--- src/rtl/alu_issue_unit_if.sv ---
// Bundle of request, ALU-drive, response and counter signals between a
// sequencer (master) and the ALU issue unit (slave).
interface alu_issue_unit_if #(
  parameter int DATA_WIDTH = 16,
  parameter int TAG_WIDTH  = 4
);
  logic                  req_valid;
  logic                  req_ready;
  logic [DATA_WIDTH-1:0] req_a;
  logic [DATA_WIDTH-1:0] req_b;
  logic [3:0]            req_func;
  logic [TAG_WIDTH-1:0]  req_tag;

  logic [DATA_WIDTH-1:0] alu_a;
  logic [DATA_WIDTH-1:0] alu_b;
  logic [3:0]            alu_func;
  logic [DATA_WIDTH-1:0] alu_c;
  logic                  alu_ovf;

  logic                  rsp_valid;
  logic                  rsp_ready;
  logic [DATA_WIDTH-1:0] rsp_c;
  logic                  rsp_ovf;
  logic [TAG_WIDTH-1:0]  rsp_tag;

  logic [7:0]            ovf_count;
  logic                  clear_count;

  modport slave (
    input  req_valid, req_a, req_b, req_func, req_tag,
    output req_ready,
    output alu_a, alu_b, alu_func,
    input  alu_c, alu_ovf,
    output rsp_valid, rsp_c, rsp_ovf, rsp_tag,
    input  rsp_ready,
    output ovf_count,
    input  clear_count
  );

  modport master (
    output req_valid, req_a, req_b, req_func, req_tag,
    input  req_ready,
    input  alu_a, alu_b, alu_func,
    output alu_c, alu_ovf,
    input  rsp_valid, rsp_c, rsp_ovf, rsp_tag,
    output rsp_ready,
    input  ovf_count,
    output clear_count
  );
endinterface

--- src/rtl/alu_issue_unit.sv ---
// Issue front end for a combinational ALU: one execute register stage,
// a 2-entry first-word-fall-through response buffer and a saturating overflow counter.
module alu_issue_unit #(
  parameter int DATA_WIDTH = 16,
  parameter int TAG_WIDTH  = 4
) (
  input logic              clk,
  input logic              reset_n,
  alu_issue_unit_if.slave  bus
);

  typedef struct packed {
    logic [DATA_WIDTH-1:0] c;
    logic                  ovf;
    logic [TAG_WIDTH-1:0]  tag;
  } rsp_t;

  localparam logic [3:0] FUNC_ZERO = 4'b1111;

  logic                  e_valid_q;
  logic [DATA_WIDTH-1:0] e_a_q;
  logic [DATA_WIDTH-1:0] e_b_q;
  logic [3:0]            e_func_q;
  logic [TAG_WIDTH-1:0]  e_tag_q;

  rsp_t [1:0]            fifo_q;
  logic                  rd_ptr_q;
  logic                  wr_ptr_q;
  logic [1:0]            count_q;
  logic [7:0]            ovf_count_q;

  logic                  accept;
  logic                  push;
  logic                  pop;
  logic [2:0]            occupancy;
  rsp_t                  head;

  assign push      = e_valid_q;
  assign head      = fifo_q[rd_ptr_q];
  assign pop       = bus.rsp_valid && bus.rsp_ready;

  // Results still owed downstream after this edge; an accepted request must
  // always find a free FIFO slot by the time it is captured.
  assign occupancy     = {1'b0, count_q} + {2'b00, e_valid_q} - {2'b00, pop};
  assign bus.req_ready = (occupancy < 3'd2);
  assign accept        = bus.req_valid && bus.req_ready;

  assign bus.alu_a    = e_a_q;
  assign bus.alu_b    = e_b_q;
  assign bus.alu_func = e_valid_q ? e_func_q : FUNC_ZERO;

  assign bus.rsp_valid = (count_q != 2'd0);
  assign bus.rsp_c     = head.c;
  assign bus.rsp_ovf   = head.ovf;
  assign bus.rsp_tag   = head.tag;
  assign bus.ovf_count = ovf_count_q;

  always_ff @(posedge clk or negedge reset_n) begin
    if (!reset_n) begin
      e_valid_q <= 1'b0;
      e_a_q     <= '0;
      e_b_q     <= '0;
      e_func_q  <= '0;
      e_tag_q   <= '0;
    end else if (accept) begin
      e_valid_q <= 1'b1;
      e_a_q     <= bus.req_a;
      e_b_q     <= bus.req_b;
      e_func_q  <= bus.req_func;
      e_tag_q   <= bus.req_tag;
    end else begin
      e_valid_q <= 1'b0;
    end
  end

  always_ff @(posedge clk or negedge reset_n) begin
    if (!reset_n) begin
      fifo_q   <= '0;
      rd_ptr_q <= 1'b0;
      wr_ptr_q <= 1'b0;
      count_q  <= 2'd0;
    end else begin
      if (push) begin
        fifo_q[wr_ptr_q] <= {bus.alu_c, bus.alu_ovf, e_tag_q};
        wr_ptr_q         <= ~wr_ptr_q;
      end
      if (pop) begin
        rd_ptr_q <= ~rd_ptr_q;
      end
      count_q <= count_q + {1'b0, push} - {1'b0, pop};
    end
  end

  // Clear wins over a same-edge overflowing pop.
  always_ff @(posedge clk or negedge reset_n) begin
    if (!reset_n) begin
      ovf_count_q <= 8'd0;
    end else if (bus.clear_count) begin
      ovf_count_q <= 8'd0;
    end else if (pop && head.ovf && (ovf_count_q != 8'hFF)) begin
      ovf_count_q <= ovf_count_q + 8'd1;
    end
  end

endmodule

--- src/flat_wrapper.sv ---
// flat-port wrapper written by rule: the top's interface ports become plain ports
module alu_issue_unit_flat 
#(
  parameter int DATA_WIDTH = 16,
  parameter int TAG_WIDTH  = 4
)
  (clk, reset_n, bus_req_valid, bus_req_a, bus_req_b, bus_req_func, bus_req_tag, bus_req_ready, bus_alu_a, bus_alu_b, bus_alu_func, bus_alu_c, bus_alu_ovf, bus_rsp_valid, bus_rsp_c, bus_rsp_ovf, bus_rsp_tag, bus_rsp_ready, bus_ovf_count, bus_clear_count);
  alu_issue_unit_if #(.DATA_WIDTH(DATA_WIDTH), .TAG_WIDTH(TAG_WIDTH)) bus_i ();
  input logic clk;
  input logic reset_n;
  input wire logic [$bits(bus_i.req_valid)-1:0] bus_req_valid;
  input wire logic [$bits(bus_i.req_a)-1:0] bus_req_a;
  input wire logic [$bits(bus_i.req_b)-1:0] bus_req_b;
  input wire logic [$bits(bus_i.req_func)-1:0] bus_req_func;
  input wire logic [$bits(bus_i.req_tag)-1:0] bus_req_tag;
  output wire logic [$bits(bus_i.req_ready)-1:0] bus_req_ready;
  output wire logic [$bits(bus_i.alu_a)-1:0] bus_alu_a;
  output wire logic [$bits(bus_i.alu_b)-1:0] bus_alu_b;
  output wire logic [$bits(bus_i.alu_func)-1:0] bus_alu_func;
  input wire logic [$bits(bus_i.alu_c)-1:0] bus_alu_c;
  input wire logic [$bits(bus_i.alu_ovf)-1:0] bus_alu_ovf;
  output wire logic [$bits(bus_i.rsp_valid)-1:0] bus_rsp_valid;
  output wire logic [$bits(bus_i.rsp_c)-1:0] bus_rsp_c;
  output wire logic [$bits(bus_i.rsp_ovf)-1:0] bus_rsp_ovf;
  output wire logic [$bits(bus_i.rsp_tag)-1:0] bus_rsp_tag;
  input wire logic [$bits(bus_i.rsp_ready)-1:0] bus_rsp_ready;
  output wire logic [$bits(bus_i.ovf_count)-1:0] bus_ovf_count;
  input wire logic [$bits(bus_i.clear_count)-1:0] bus_clear_count;
  assign bus_i.req_valid = bus_req_valid;
  assign bus_i.req_a = bus_req_a;
  assign bus_i.req_b = bus_req_b;
  assign bus_i.req_func = bus_req_func;
  assign bus_i.req_tag = bus_req_tag;
  assign bus_req_ready = bus_i.req_ready;
  assign bus_alu_a = bus_i.alu_a;
  assign bus_alu_b = bus_i.alu_b;
  assign bus_alu_func = bus_i.alu_func;
  assign bus_i.alu_c = bus_alu_c;
  assign bus_i.alu_ovf = bus_alu_ovf;
  assign bus_rsp_valid = bus_i.rsp_valid;
  assign bus_rsp_c = bus_i.rsp_c;
  assign bus_rsp_ovf = bus_i.rsp_ovf;
  assign bus_rsp_tag = bus_i.rsp_tag;
  assign bus_i.rsp_ready = bus_rsp_ready;
  assign bus_ovf_count = bus_i.ovf_count;
  assign bus_i.clear_count = bus_clear_count;
  alu_issue_unit #(.DATA_WIDTH(DATA_WIDTH), .TAG_WIDTH(TAG_WIDTH)) u_core (.clk(clk), .reset_n(reset_n), .bus(bus_i));
endmodule
--- config.mk ---
export PLATFORM = sky130hd
export DESIGN_NAME = alu_issue_unit_flat
export DESIGN_NICKNAME = d
export VERILOG_FILES = /design/src/rtl/alu_issue_unit_if.sv /design/src/rtl/alu_issue_unit.sv /design/src/flat_wrapper.sv
export SDC_FILE = /design/constraint.sdc
export NUM_CORES = 1
export LEC_CHECK = 0
export CORE_MARGIN = 2
export CORE_UTILIZATION = 46
export CTS_CLUSTER_DIAMETER = 60
export CTS_CLUSTER_SIZE = 24
export DETAILED_ROUTE_END_ITERATION = 7
export HOLD_SLACK_MARGIN = 0.06
export PLACE_DENSITY = 0.92
export SLEW_MARGIN = 20
export SYNTH_ARGS = -nofsm -noshare
export SYNTH_HDL_FRONTEND = slang
export SYNTH_SLANG_ARGS = --single-unit
--- constraint.sdc ---
create_clock -name clk -period 2.8 [get_ports clk]
set_input_delay 0.56 -clock clk [delete_from_list [all_inputs] [get_ports clk]]
set_output_delay 0.56 -clock clk [all_outputs]
set_load 0.05 [all_outputs]
==> results of run 1 <==
==> layer usage <==
metal  global-route usage [%]  share of wire [%]
met1                     21.2                 41
met2                     30.4                 51
met3                     5.59                7.3
met4                     5.87                1.0
met5                        0                  0
==> final timing paths <==
| kind | startpoint | end | slack, ns | depth (start not counted) |
|---|---|---|---|---|
| max | u_core.count_q[0]$_DFF_PN0_ | bus_req_ready | 0.15 | 8 |
| min | reset_n | u_core.fifo_q[8]$_DFFE_PN0P_ | 0.24 | 1 |
| max reg2reg | u_core.count_q[0]$_DFF_PN0_ | u_core.bus.alu_b[11]$_DFFE_PN0P_ | 0.22 | 11 |
| min reg2reg | u_core.e_func_q[2]$_DFFE_PN0P_ | u_core.e_func_q[2]$_DFFE_PN0P_ | 0.49 | 1 |
| max in group asynchronous | reset_n | u_core.bus.alu_a[12]$_DFFE_PN0P_ | 1.89 | 2 |
| min in group clk | u_core.e_func_q[2]$_DFFE_PN0P_ | u_core.e_func_q[2]$_DFFE_PN0P_ | 0.49 | 1 |
==> per-stage QoR <==
| step | cell area, µm² | utilization (%) | std cells |
|---|---|---|---|
| 6_report | 5570 | 67.5 | 509 |
| 4_1_cts | 5570 | 67.5 | 509 |
| 5_1_grt | 5570 | 67.5 | 509 |
| 3_5_place_dp | 5360 | 64.9 | 493 |
| 3_3_place_gp | 5360 | 64.9 | 493 |
| 2_1_floorplan | 3960 | - | 265 |
==> area by class of cell <==
type | count | share of cell area (%)
Tap cell | 105 | 2.36
Multi-Input combinational cell | 153 | 27.4
Clock inverter | 4 | 0.584
Timing Repair Buffer | 138 | 24.2
Sequential cell | 95 | 42.7
Inverter | 3 | 0.202
Clock buffer | 11 | 2.54
==> registers in the layout (all words and copies together) (netlist names), 2 cells and up <==
name and flops:
u_core.fifo_q 42, u_core.bus.ovf_count 8, u_core.bus.alu_b 16, u_core.count_q 2, u_core.e_tag_q 4, u_core.bus.alu_a 16
u_core.e_func_q 4
==> timing repair <==
| item | in CTS | in global routing |
|---|---|---|
| resized for setup | 7 | 0 |
| setup endpoints to repair | 1 | 0 |
| setup buffers | 2 | 0 |
| hold buffers | 0 | 0 |
==> synthesized netlist by cell type (all sizes together) (4+ instances only) <==
master  count  area, µm²
a21oi       6       30.0
buf        10       46.3
clkbuf      4       15.0
dfrtp      95       2380
mux2      102       1150
nand2       6       22.5
nand2b      4       25.0
o21ai       4       20.0
==> logic make-up (layout without fill, tap and decap cells) <==
kind of cell    after synthesis  in the layout  share of synthesized area (%)
buf+inv                      17            156                           1.84
simple gates                 28             28                           3.88
fa+ha+maj                     3              3                           1.14
flops                        95             95                           60.4
compound gates               14             14                           2.10
xor+xnor                      4              4                          0.891
mux                         104            104                           29.7
==> worst max-delay path: cells and delay by family (launching register included) <==
family                   cells  cell delay [ns]
AO/OA/AOI/OAI                1             0.17
XOR/XNOR                     1             0.16
adder cells (fa/ha/maj)      2             0.52
buffers and inverters        1             0.15
flip-flops                   1             0.44
AND/OR/NAND/NOR              3             0.33
==> PnR_summary.wiki, run 1 <==
{| class="wikitable"
! Metric !! Value
|-
| Portion of the post-synthesis area used by sequential elements || between 60% and 70%
|-
| Skew final || 0.0120 ns
|-
| Setup repair after global routing missed its margin || false
|-
| Worst Setup Slack post-DPL || -0.226 ns
|-
| Number of remaining DRC errors || 0
|-
| Final critical delay including setup and external delays || 2.65 ns
|-
| RD Place Congestion || between 0.6 and 0.7
|-
| Worst path setup slack after routing || around 0.15 ns
|-
| Routed Antenna Nets || 0
|-
| Required @ worst endpoint || ~2.2 ns
|-
| Total number of H-tree levels || 3
|-
| Number of I/O pins || approximately 130
|-
| Worst hold path type || primary input to asynchronous set/reset pin
|-
| Count of max-cap constraint violations || 0
|-
| Routed vias/inst || around 5.0
|-
| Fraction of layout cells with a size suffix above 1 || a little under two fifths
|-
| Area Overhead vs Synth || 41.6%
|-
| Buffers on Ports || between 100 and 150
|-
| Initial antenna violation count || 0
|-
| Post-synthesis instance total || roughly 270
|-
| F_max || 0.377 GHz
|-
| Antenna Diode Count || 0
|-
| Die Ht || slightly below 100 µm
|-
| Classification of the worst setup path || flip-flop to output pin
|-
| Number of iterations in the first detailed-routing pass || 4
|-
| Inserted Clock Buffers || 9
|-
| Syn Nets || 330
|-
| Crit path arrival time || 2.09 ns
|-
| Mapped Area || around 3900 µm²
|-
| Final number of hold-violating endpoints || 0
|-
| All-layer global routing usage || approximately 18%
|-
| Clock tree root driver cell || sky130_fd_sc_hd__clkbuf_8
|-
| Initial Util || between 40% and 50%
|-
| CP max stage cell || sky130_fd_sc_hd__dfrtp_1
|-
| Core Rows || 33
|-
| Synth async-reset ratio || 100%
|-
| Setup tns final || 0 ns
|-
| Final #Nets || between 400 and 500
|-
| Type of element launching the critical path || flip-flop
|-
| Number of buffers on the longest clock path || 2
|-
| Hold slack || 0.237 ns
|-
| Delay of the slowest cell on the worst path || roughly 0.44 ns
|-
| Post-detail-place hpwl || between 5 and 6 mm
|-
| Wire length of the first global-routing pass || 12.7 mm
|-
| Number of DRC markers in iteration 0 || 34
|-
| Number of clock sinks seen by CTS || 95
|-
| Final slew viol count || 0
|-
| Die Wd || 96.5 µm
|-
| Total wire length after detailed routing || a little over 8 mm
|-
| Number of warnings reported in the yosys synthesis log || 0
|-
| Average instance area after synthesis || between 10 and 15 µm²
|-
| Detail-routed net length per standard cell || 15.8 µm
|-
| Worst-path maximum fanout || 3
|-
| Clock-pin transition on the worst setup and hold timing paths || 0.09 ns
|-
| Setup-violating endpoint count in the final report || 0
|-
| Number of filler cells placed in the layout || between 600 and 700
|-
| Outcome || finished, final reports clean
|-
| Area occupied by registers || between 2000 and 2500 µm²
|-
| Leftover overflow at the end of global routing || 0
|-
| DR vias || ~2600
|-
| Sort of element at the end of the critical path || output pin
|-
| Highest-count cells in the layout ignoring fill and taps || sky130_fd_sc_hd__clkdlybuf4s50_1 (104), sky130_fd_sc_hd__mux2_2 (97), sky130_fd_sc_hd__dfrtp_1 (95)
|-
| Maximum number of pins on one net before global-route repair || between 50 and 60
|-
| Via count of the first global-routing pass || ~2800
|-
| Number of flip-flops and latches in the synthesized netlist || 95
|-
| Number of flops mapped to enable cells by yosys || 0
|-
| Area used by multi-input combinational logic || between 1500 and 2000 µm²
|-
| Clock tree from TritonCTS || yes
|-
| Flip-flop cell with the highest count after synthesis || sky130_fd_sc_hd__dfrtp_1
|-
| Core area || 8260 µm²
|-
| Final period utilization || between 90 and 100%
|-
| Total die area || 9310 µm²
|-
| Unique masters post-synth || 27
|-
| Headroom to the max-slew limit || 57.4%
|-
| Most frequent standard cell in the layout excluding fill and tap cells || sky130_fd_sc_hd__clkdlybuf4s50_1
|-
| Source-to-sink clock delay at the later pin of the worst-skew pair || 0.34 ns
|-
| Slew at the pin closest to its max-slew limit || roughly 0.64 ns
|-
| Cells along the critical path || o21ai_2 -> or2_4 -> nand2_2 -> ha_4 -> fa_2 -> xnor2_2 -> nor2_4 -> buf_12
|}
Power of run 1 is left out: the tool's default activity adds up to more than one toggle a clock period on the data nets, which glitch-free logic cannot reach.
==> run 2: changes to the inputs <==
--- a/config.mk
+++ b/config.mk
@@ -8,7 +8,7 @@
 export CORE_MARGIN = 2
 export CORE_UTILIZATION = 46
 export CTS_CLUSTER_DIAMETER = 60
-export CTS_CLUSTER_SIZE = 24
+export CTS_CLUSTER_SIZE = 8
 export DETAILED_ROUTE_END_ITERATION = 7
 export HOLD_SLACK_MARGIN = 0.06
 export PLACE_DENSITY = 0.92
==> results of run 2 <==
No change in the layout: final DEF, timing and power equal those of run 1.
Power of run 2 is left out for the same reason.
